--- src/rtl/conv_loop_gen.sv ---
// conv_loop_gen: walks the convolution loop nest (oc, oy, ox, ky, kx, ic)
// and emits one multiply-accumulate beat per accepted valid/ready handshake,
// together with the padded input address, a bounds flag and the
// first/last accumulator controls.
module conv_loop_gen #(
  parameter int IMG_H     = 32,
  parameter int IMG_W     = 32,
  parameter int IN_CH     = 3,
  parameter int OUT_CH    = 32,
  parameter int K_H       = 5,
  parameter int K_W       = 5,
  parameter int STRIDE    = 1,
  parameter int PADDING   = 2,
  parameter int DEPTHWISE = 0,
  parameter int CW        = 8
) (
  input  logic                 clk,
  input  logic                 reset,
  input  logic                 start,
  input  logic                 ready,
  output logic                 busy,
  output logic                 valid,
  output logic [CW-1:0]        oc,
  output logic [CW-1:0]        oy,
  output logic [CW-1:0]        ox,
  output logic [CW-1:0]        ky,
  output logic [CW-1:0]        kx,
  output logic [CW-1:0]        ic,
  output logic signed [CW:0]   in_row,
  output logic signed [CW:0]   in_col,
  output logic                 in_bounds,
  output logic                 first,
  output logic                 last,
  output logic                 done
);

  localparam int OUT_H   = (IMG_H + 2 * PADDING - K_H) / STRIDE + 1;
  localparam int OUT_W   = (IMG_W + 2 * PADDING - K_W) / STRIDE + 1;
  // Depthwise mode collapses the input-channel loop to a single iteration.
  localparam int IC_LAST = (DEPTHWISE != 0) ? 0 : IN_CH - 1;

  localparam logic [CW-1:0] OC_MAX = CW'(OUT_CH - 1);
  localparam logic [CW-1:0] OY_MAX = CW'(OUT_H - 1);
  localparam logic [CW-1:0] OX_MAX = CW'(OUT_W - 1);
  localparam logic [CW-1:0] KY_MAX = CW'(K_H - 1);
  localparam logic [CW-1:0] KX_MAX = CW'(K_W - 1);
  localparam logic [CW-1:0] IC_MAX = CW'(IC_LAST);

  typedef enum logic {IDLE, RUN} state_t;

  state_t        state_q, state_d;
  logic [CW-1:0] oc_q, oc_d, oy_q, oy_d, ox_q, ox_d;
  logic [CW-1:0] ky_q, ky_d, kx_q, kx_d, ic_q, ic_d;
  logic          valid_q, valid_d, busy_q, busy_d, done_q, done_d;

  logic oc_wrap, oy_wrap, ox_wrap, ky_wrap, kx_wrap, ic_wrap;

  assign oc_wrap = (oc_q == OC_MAX);
  assign oy_wrap = (oy_q == OY_MAX);
  assign ox_wrap = (ox_q == OX_MAX);
  assign ky_wrap = (ky_q == KY_MAX);
  assign kx_wrap = (kx_q == KX_MAX);
  assign ic_wrap = (ic_q == IC_MAX);

  // Next-state logic: start a pass from IDLE, step the odometer on each accepted beat.
  always_comb begin
    state_d = state_q;
    oc_d    = oc_q;
    oy_d    = oy_q;
    ox_d    = ox_q;
    ky_d    = ky_q;
    kx_d    = kx_q;
    ic_d    = ic_q;
    valid_d = valid_q;
    busy_d  = busy_q;
    done_d  = 1'b0;
    unique case (state_q)
      IDLE: begin
        if (start) begin
          state_d = RUN;
          valid_d = 1'b1;
          busy_d  = 1'b1;
          oc_d    = '0;
          oy_d    = '0;
          ox_d    = '0;
          ky_d    = '0;
          kx_d    = '0;
          ic_d    = '0;
        end
      end
      RUN: begin
        if (valid_q && ready) begin
          if (ic_wrap && kx_wrap && ky_wrap && ox_wrap && oy_wrap && oc_wrap) begin
            state_d = IDLE;
            valid_d = 1'b0;
            busy_d  = 1'b0;
            done_d  = 1'b1;
            oc_d    = '0;
            oy_d    = '0;
            ox_d    = '0;
            ky_d    = '0;
            kx_d    = '0;
            ic_d    = '0;
          end else begin
            ic_d = ic_wrap ? '0 : ic_q + 1'b1;
            if (ic_wrap) begin
              kx_d = kx_wrap ? '0 : kx_q + 1'b1;
              if (kx_wrap) begin
                ky_d = ky_wrap ? '0 : ky_q + 1'b1;
                if (ky_wrap) begin
                  ox_d = ox_wrap ? '0 : ox_q + 1'b1;
                  if (ox_wrap) begin
                    oy_d = oy_wrap ? '0 : oy_q + 1'b1;
                    if (oy_wrap) begin
                      oc_d = oc_q + 1'b1;
                    end
                  end
                end
              end
            end
          end
        end
      end
      default: state_d = IDLE;
    endcase
  end

  // State and coordinate registers; reset abandons any pass without a done pulse.
  always_ff @(posedge clk) begin
    if (reset) begin
      state_q <= IDLE;
      oc_q    <= '0;
      oy_q    <= '0;
      ox_q    <= '0;
      ky_q    <= '0;
      kx_q    <= '0;
      ic_q    <= '0;
      valid_q <= 1'b0;
      busy_q  <= 1'b0;
      done_q  <= 1'b0;
    end else begin
      state_q <= state_d;
      oc_q    <= oc_d;
      oy_q    <= oy_d;
      ox_q    <= ox_d;
      ky_q    <= ky_d;
      kx_q    <= kx_d;
      ic_q    <= ic_d;
      valid_q <= valid_d;
      busy_q  <= busy_d;
      done_q  <= done_d;
    end
  end

  assign valid = valid_q;
  assign busy  = busy_q;
  assign done  = done_q;
  assign oc    = oc_q;
  assign oy    = oy_q;
  assign ox    = ox_q;
  assign ky    = ky_q;
  assign kx    = kx_q;
  // In depthwise mode each output channel reads its own input channel.
  assign ic    = (DEPTHWISE != 0) ? oc_q : ic_q;

  // Padded input address is formed at one extra signed bit so negative rows survive.
  assign in_row = $signed({1'b0, oy_q}) * $signed((CW+1)'(STRIDE))
                + $signed({1'b0, ky_q}) - $signed((CW+1)'(PADDING));
  assign in_col = $signed({1'b0, ox_q}) * $signed((CW+1)'(STRIDE))
                + $signed({1'b0, kx_q}) - $signed((CW+1)'(PADDING));

  assign in_bounds = !in_row[CW] && (in_row < $signed((CW+1)'(IMG_H)))
                  && !in_col[CW] && (in_col < $signed((CW+1)'(IMG_W)));

  assign first = (ky_q == '0) && (kx_q == '0) && (ic_q == '0);
  assign last  = ky_wrap && kx_wrap && ic_wrap;

endmodule
--- config.mk ---
export PLATFORM = sky130hd
export DESIGN_NAME = conv_loop_gen
export DESIGN_NICKNAME = d
export VERILOG_FILES = /design/src/rtl/conv_loop_gen.sv
export SDC_FILE = /design/constraint.sdc
export NUM_CORES = 1
export LEC_CHECK = 0
export CAP_MARGIN = 15
export CORE_ASPECT_RATIO = 0.9
export CORE_UTILIZATION = 62
export DETAILED_ROUTE_END_ITERATION = 7
export DONT_BUFFER_PORTS = 1
export PLACE_DENSITY = 0.78
export SLEW_MARGIN = 0
export SYNTH_ARGS = -nofsm -noshare
export SYNTH_HDL_FRONTEND = slang
export SYNTH_SLANG_ARGS = --single-unit
--- constraint.sdc ---
create_clock -name clk -period 6.8 [get_ports clk]
set_input_delay 1.36 -clock clk [delete_from_list [all_inputs] [get_ports clk]]
set_output_delay 1.36 -clock clk [all_outputs]
set_load 0.03 [all_outputs]
# ---- Word level (Yosys, flattened, before mapping)
# Cells that the tools add are included.
dict set report op_classes {
  order_cmp 2
  n_mux 48
  n_eq_ne 14
  reduce_logical 26
  add_sub_neg 10
  n_bitwise 2
}
# operator n
set ops {}
lappend ops {{2-to-1 mux 8 bit} 33}
lappend ops {{case mux 8 bit (2 select lines)} 6}
lappend ops {{adder 8 x 1 -> 8 bit, second input constant} 6}
lappend ops {{equality test 8 x 5 -> 1 bit, second input constant} 3}
lappend ops {{logical NOT 8 bit} 3}
lappend ops {{adder 8 x 8 -> 9 bit} 2}
lappend ops {{less-than comparator 9 x 7 -> 1 bit, second input constant} 2}
lappend ops {{subtractor 9 x 3 -> 9 bit, second input constant} 2}
lappend ops {{equality test 8 x 3 -> 1 bit, second input constant} 2}
lappend ops {{!= test 3 x 1 -> 1 bit, second input constant} 5}
lappend ops {{logical AND 1 bit} 13}
lappend ops {{equality test 8 x 2 -> 1 bit, second input constant} 1}
lappend ops {{2-to-1 mux 1 bit} 7}
lappend ops {{AND reduction 7 bit} 1}
lappend ops {{AND reduction 3 bit} 2}
lappend ops {{AND reduction 6 bit} 1}
lappend ops {{AND reduction 5 bit} 1}
lappend ops {{!= test 2 x 1 -> 1 bit, second input constant} 2}
lappend ops {{case mux 1 bit (2 select lines)} 2}
lappend ops {{AND reduction 4 bit} 1}
lappend ops {{OR reduction 3 bit} 1}
lappend ops {{logical NOT 1 bit} 2}
lappend ops {{!= test 2 bit, second input constant} 1}
lappend ops {{NOT 1 bit} 2}
lappend ops {{AND reduction 2 bit} 1}
dict set report word_totals {
  in_bits 4
  output_inout_bits 72
  word_cells 111
  reg_bits 51
}

# ---- Longest topological paths before layout
dict set report logic_depth {
  word_depth 9
  ltp_mapped 10
  mapped_depth_nobuf 10
}

# ---- Worst setup path before layout
# Ideal clock, no wire load.
dict set report synth_path {
  path_type {flip-flop to output port}
  start {register ky_q[2], in the netlist ky[2]}
  end {output in_bounds}
  t_required_ns 5.440
  path_buffers 1
  stages_incl_launch_ff 11
  arrival_time_ns 3.776
  setup_slack_ns 1.664
  path_cell_list {dfxtp_1 > clkbuf_1 > inv_1 > ha_1 > inv_1 > fa_1 > and3_1 > o21ai_0 > nand2_1 > o311ai_0 > nor4b_2}
}
dict set report synth_between {
  elab_chain_cells 6
  word_cells_on_any_way 7
  cone_classes {2 x add/sub; 1 x order compare; 4 x reduce/logical}
}
# element line
set synth_rtl {}
lappend synth_rtl {{start, declared} 53} ;# logic [CW-1:0] ky_q, ky_d, kx_q, kx_d, ic_q, ic_d;
lappend synth_rtl {{start signal, assigned} 146} ;# ky_q <= ky_d;
lappend synth_rtl {{adder 8 x 8 -> 9 bit} 168} ;# + $signed({1'b0, ky_q}) - $signed((CW+1)'(PADDING));
lappend synth_rtl {{subtractor 9 x 3 -> 9 bit} 168}
lappend synth_rtl {{named net in_row[7]} 29} ;# output logic signed [CW:0] in_row,
lappend synth_rtl {{less-than comparator 9 x 7 -> 1 bit} 172} ;# assign in_bounds = !in_row[CW] && (in_row < $signed((CW+1)'(IMG_H)))
lappend synth_rtl {{logical AND 1 bit} 172}
lappend synth_rtl {{logical AND 1 bit (2 in a row)} 173} ;# && !in_col[CW] && (in_col < $signed((CW+1)'(IMG_W)));
lappend synth_rtl {{end, declared} 31} ;# output logic in_bounds,
# The timed path passes the listed nets, and every way through them passes these cells.

# ---- Worst setup path in the final report
# Same ends and word-level chain as after synthesis.

==> impl_metrics.yaml <==
power_and_ir_drop:
  vdd_drop_max_mv: 0.114
  intPower_uw: 384
  p_leak_nw: 1.52
  switching_power_uw: 141
  p_per_area_nw_per_um2: 133
  power_switching_share_pct: 26.9
  p_seq_share_pct: 59.0
  p_clk_share_pct: 32.7
  power_frac_comb_pct: 8.3
logic_synthesis:
  ys_seq_area_share_pct: 26.4
  syn_nets: 525
  synth_area_per_cell_um2: 8.06
  synth-edff-count: 0
  synth-seq-cells: 51
  synth-main-ff-cell: "dfxtp_1"
  ys.warnings.count: 0
  syn_inst: 479
  ys_async_sr_fraction_pct: 0
  syn_area_um2: 3860
  ys_types: 61
critical_path:
  crit_slowest_cell: "dfxtp_1"
  endpoint_kind: "output pin"
  critical-path-max-stage-delay_ns: 0.71
  critical_path.max_fanout: 11
  crit_chain: "inv_1, ha_1, inv_1, ha_1, a21o_1, a2111oi_0, xnor2_1, nor4b_1, nor4b_2"
  crit_arrival_ns: 4.04
  path_class: "register to output pin"
  startpoint_type: "register"
  r2r_cells: 5
  crit_required_ns: 5.44
die:
  placementRows: 26
  core_area_um2: 5860
  die_y_um: 76.9
  die_area_um2: 6550
  io_pins: 76
  start_util_pct: 65.9
  die_x_um: 85.2
clock_network:
  clk_path_buf_depth: 2
  root_buffer: "clkbuf_8"
  insertion_delay_ns: 0.31
  hold_buffers: 0
  clkTransAtPathRegs_ns: 0.09
  cts-resized-gates: 0
  cts_tree: "yes"
  cts_setup_buffers: 0
  cts_buffers: 5
  cts_max_level: 2
  clock-sinks: 51
global_route:
  grtUsageTotal_pct: 28.8
  grt_antenna_before_repair: 0
  grt_max_degree: 45
  gr-total-overflow: 0
  grt_pass1_vias: 3257
  grt_first_pass_wirelength_um: 15400
route:
  ant_nets: 0
  drt_iter0_markers: 161
  wire_per_inst_um: 17.3
  drc: 0
  routed_wl_um: 9340
  dr_total_vias: 3520
  vias_per_cell: 6.51
  first_pass_iters: 5
timing:
  relSlewSlack_pct: 22.6
  final_hold_viol_count: 0
  fin_crit_ns: 5.40
  period_share_pct: 79.4
  setup-tns-final_ns: 0
  rsz0062_at_grt: "no"
  timing.fmax_mhz: 185
  skew_ns: 0.00721
  setup_violations: 0
  slew_violations: 0
  hold_ws_ns: 0.656
  worst_slack_ns: 1.40
  worstMarginPinSlew_ns: 1.14
worst_hold_path:
  hold_class: "register to register"
  whs_path_depth: 2
final_layout:
  fin_nets: 516
  diodes: 0
  layout_commonest_cell: "inv_1"
  drive_gt1_share_pct: 5.31
  syn_to_final_growth_pct: 2.53
  layout.cells.most_common_list: "inv_1 (65), dfxtp_1 (51), ha_1 (40), a21oi_1 (28), nor2_1 (25)"
placed_design:
  place_ws_ns: 1.70
  portBuffers: 0
  hpwl_um: 7130
  gp_congestion: 0.874
job:
  maxCapViolations: 0
status:
  status: "finished clean"
[power by group through the flow]
stage	clock (mW)	combinational (mW)	sequential, mW
final	0.172	0.0439	0.310
after detailed placement	0	0.0431	0.317
after CTS	0.175	0.0432	0.310
after floorplan	0	0.0430	0.313
after global placement	0	0.0423	0.317
after global routing	0.187	0.0478	0.311
[synth_stat cells, types with 6 or more instances]
master / instances / area share [%]
inv_1: 65 / 6.3
dfxtp_1: 51 / 26
ha_1: 40 / 13
a21oi_1: 28 / 3.6
nor2_1: 25 / 2.4
nand3_1: 24 / 3.1
nand2_1: 23 / 2.2
nor3_1: 18 / 2.3
xnor2_1: 17 / 3.9
nand4_1: 16 / 2.6
and3_1: 15 / 2.4
clkbuf_1: 11 / 1.1
or3_1: 10 / 1.6
o21ai_0: 8 / 1.0
a21o_1: 7 / 1.4
and4_1: 7 / 1.6
nor3b_1: 7 / 1.4
nor2b_1: 6 / 0.97
[final cells by class]
type	count	area [µm²]
Multi-Input combinational cell	345	2510
Fill cell	493	1900
Sequential cell	51	1020
Inverter	66	248
Tap cell	70	87.6
Clock buffer	7	76.3
Timing Repair Buffer	1	7.51
Clock inverter	1	5.00
[per-layer routing]
metal | up-vias | global-route usage [%] | part of all wire [%]
li1 | 1708 | - | -
met1 | 1646 | 38.4 | 46
met2 | 155 | 46.6 | 46
met3 | 11 | 6.57 | 7.7
met4 | 0 | 7.97 | 1.0
met5 | - | 0 | 0
[path summary, 6_finish.rpt]
check / to / slack (ns) / startpoint
setup / recovery: in_bounds / 1.40 / ky[2]
hold / removal: ox[1] / 0.66 / ox[1]
setup reg to reg: ky[4] / 3.65 / state_q
hold reg to reg: ox[1] / 0.66 / ox[1]
[state kept, by name (all words and copies together), names as in the netlist]
| signal | cells |
|---|---|
| busy | 1 |
| done | 1 |
| ic | 8 |
| kx | 8 |
| ky | 8 |
| oc | 8 |
| ox | 8 |
| oy | 8 |
| state_q | 1 |
[critical path, delay by kind of cell (launching register included)]
kind | cells | cell delay, ns
adder cells (fa/ha/maj) | 2 | 0.62
buffers and inverters | 2 | 0.29
flip-flops | 1 | 0.71
AO/OA/AOI/OAI | 2 | 0.71
AND/OR/NAND/NOR | 2 | 1.03
XOR/XNOR | 1 | 0.38
[stage by stage]
stage          utilization, %  power, mW  instances  area [µm²]
4_1_cts                  67.6      0.528        541        3960
6_report                 67.6      0.526        541        3960
2_1_floorplan               -      0.356        479        3860
5_1_grt                  67.6      0.546        541        3960
3_5_place_dp             66.2      0.360        533        3880
3_3_place_gp             66.2      0.359        533        3880
[logic make-up after synthesis]
group / synth area share, %
DFF: 26.4
AOI/OAI and AO/OA: 15.5
muxes: 0.259
buffers and inverters: 8.46
and+or+nand+nor: 30.4
adders and majority gates: 14.0
xor gates and xnor gates: 4.99
No activity file was read; power rests on OpenSTA's default activity.
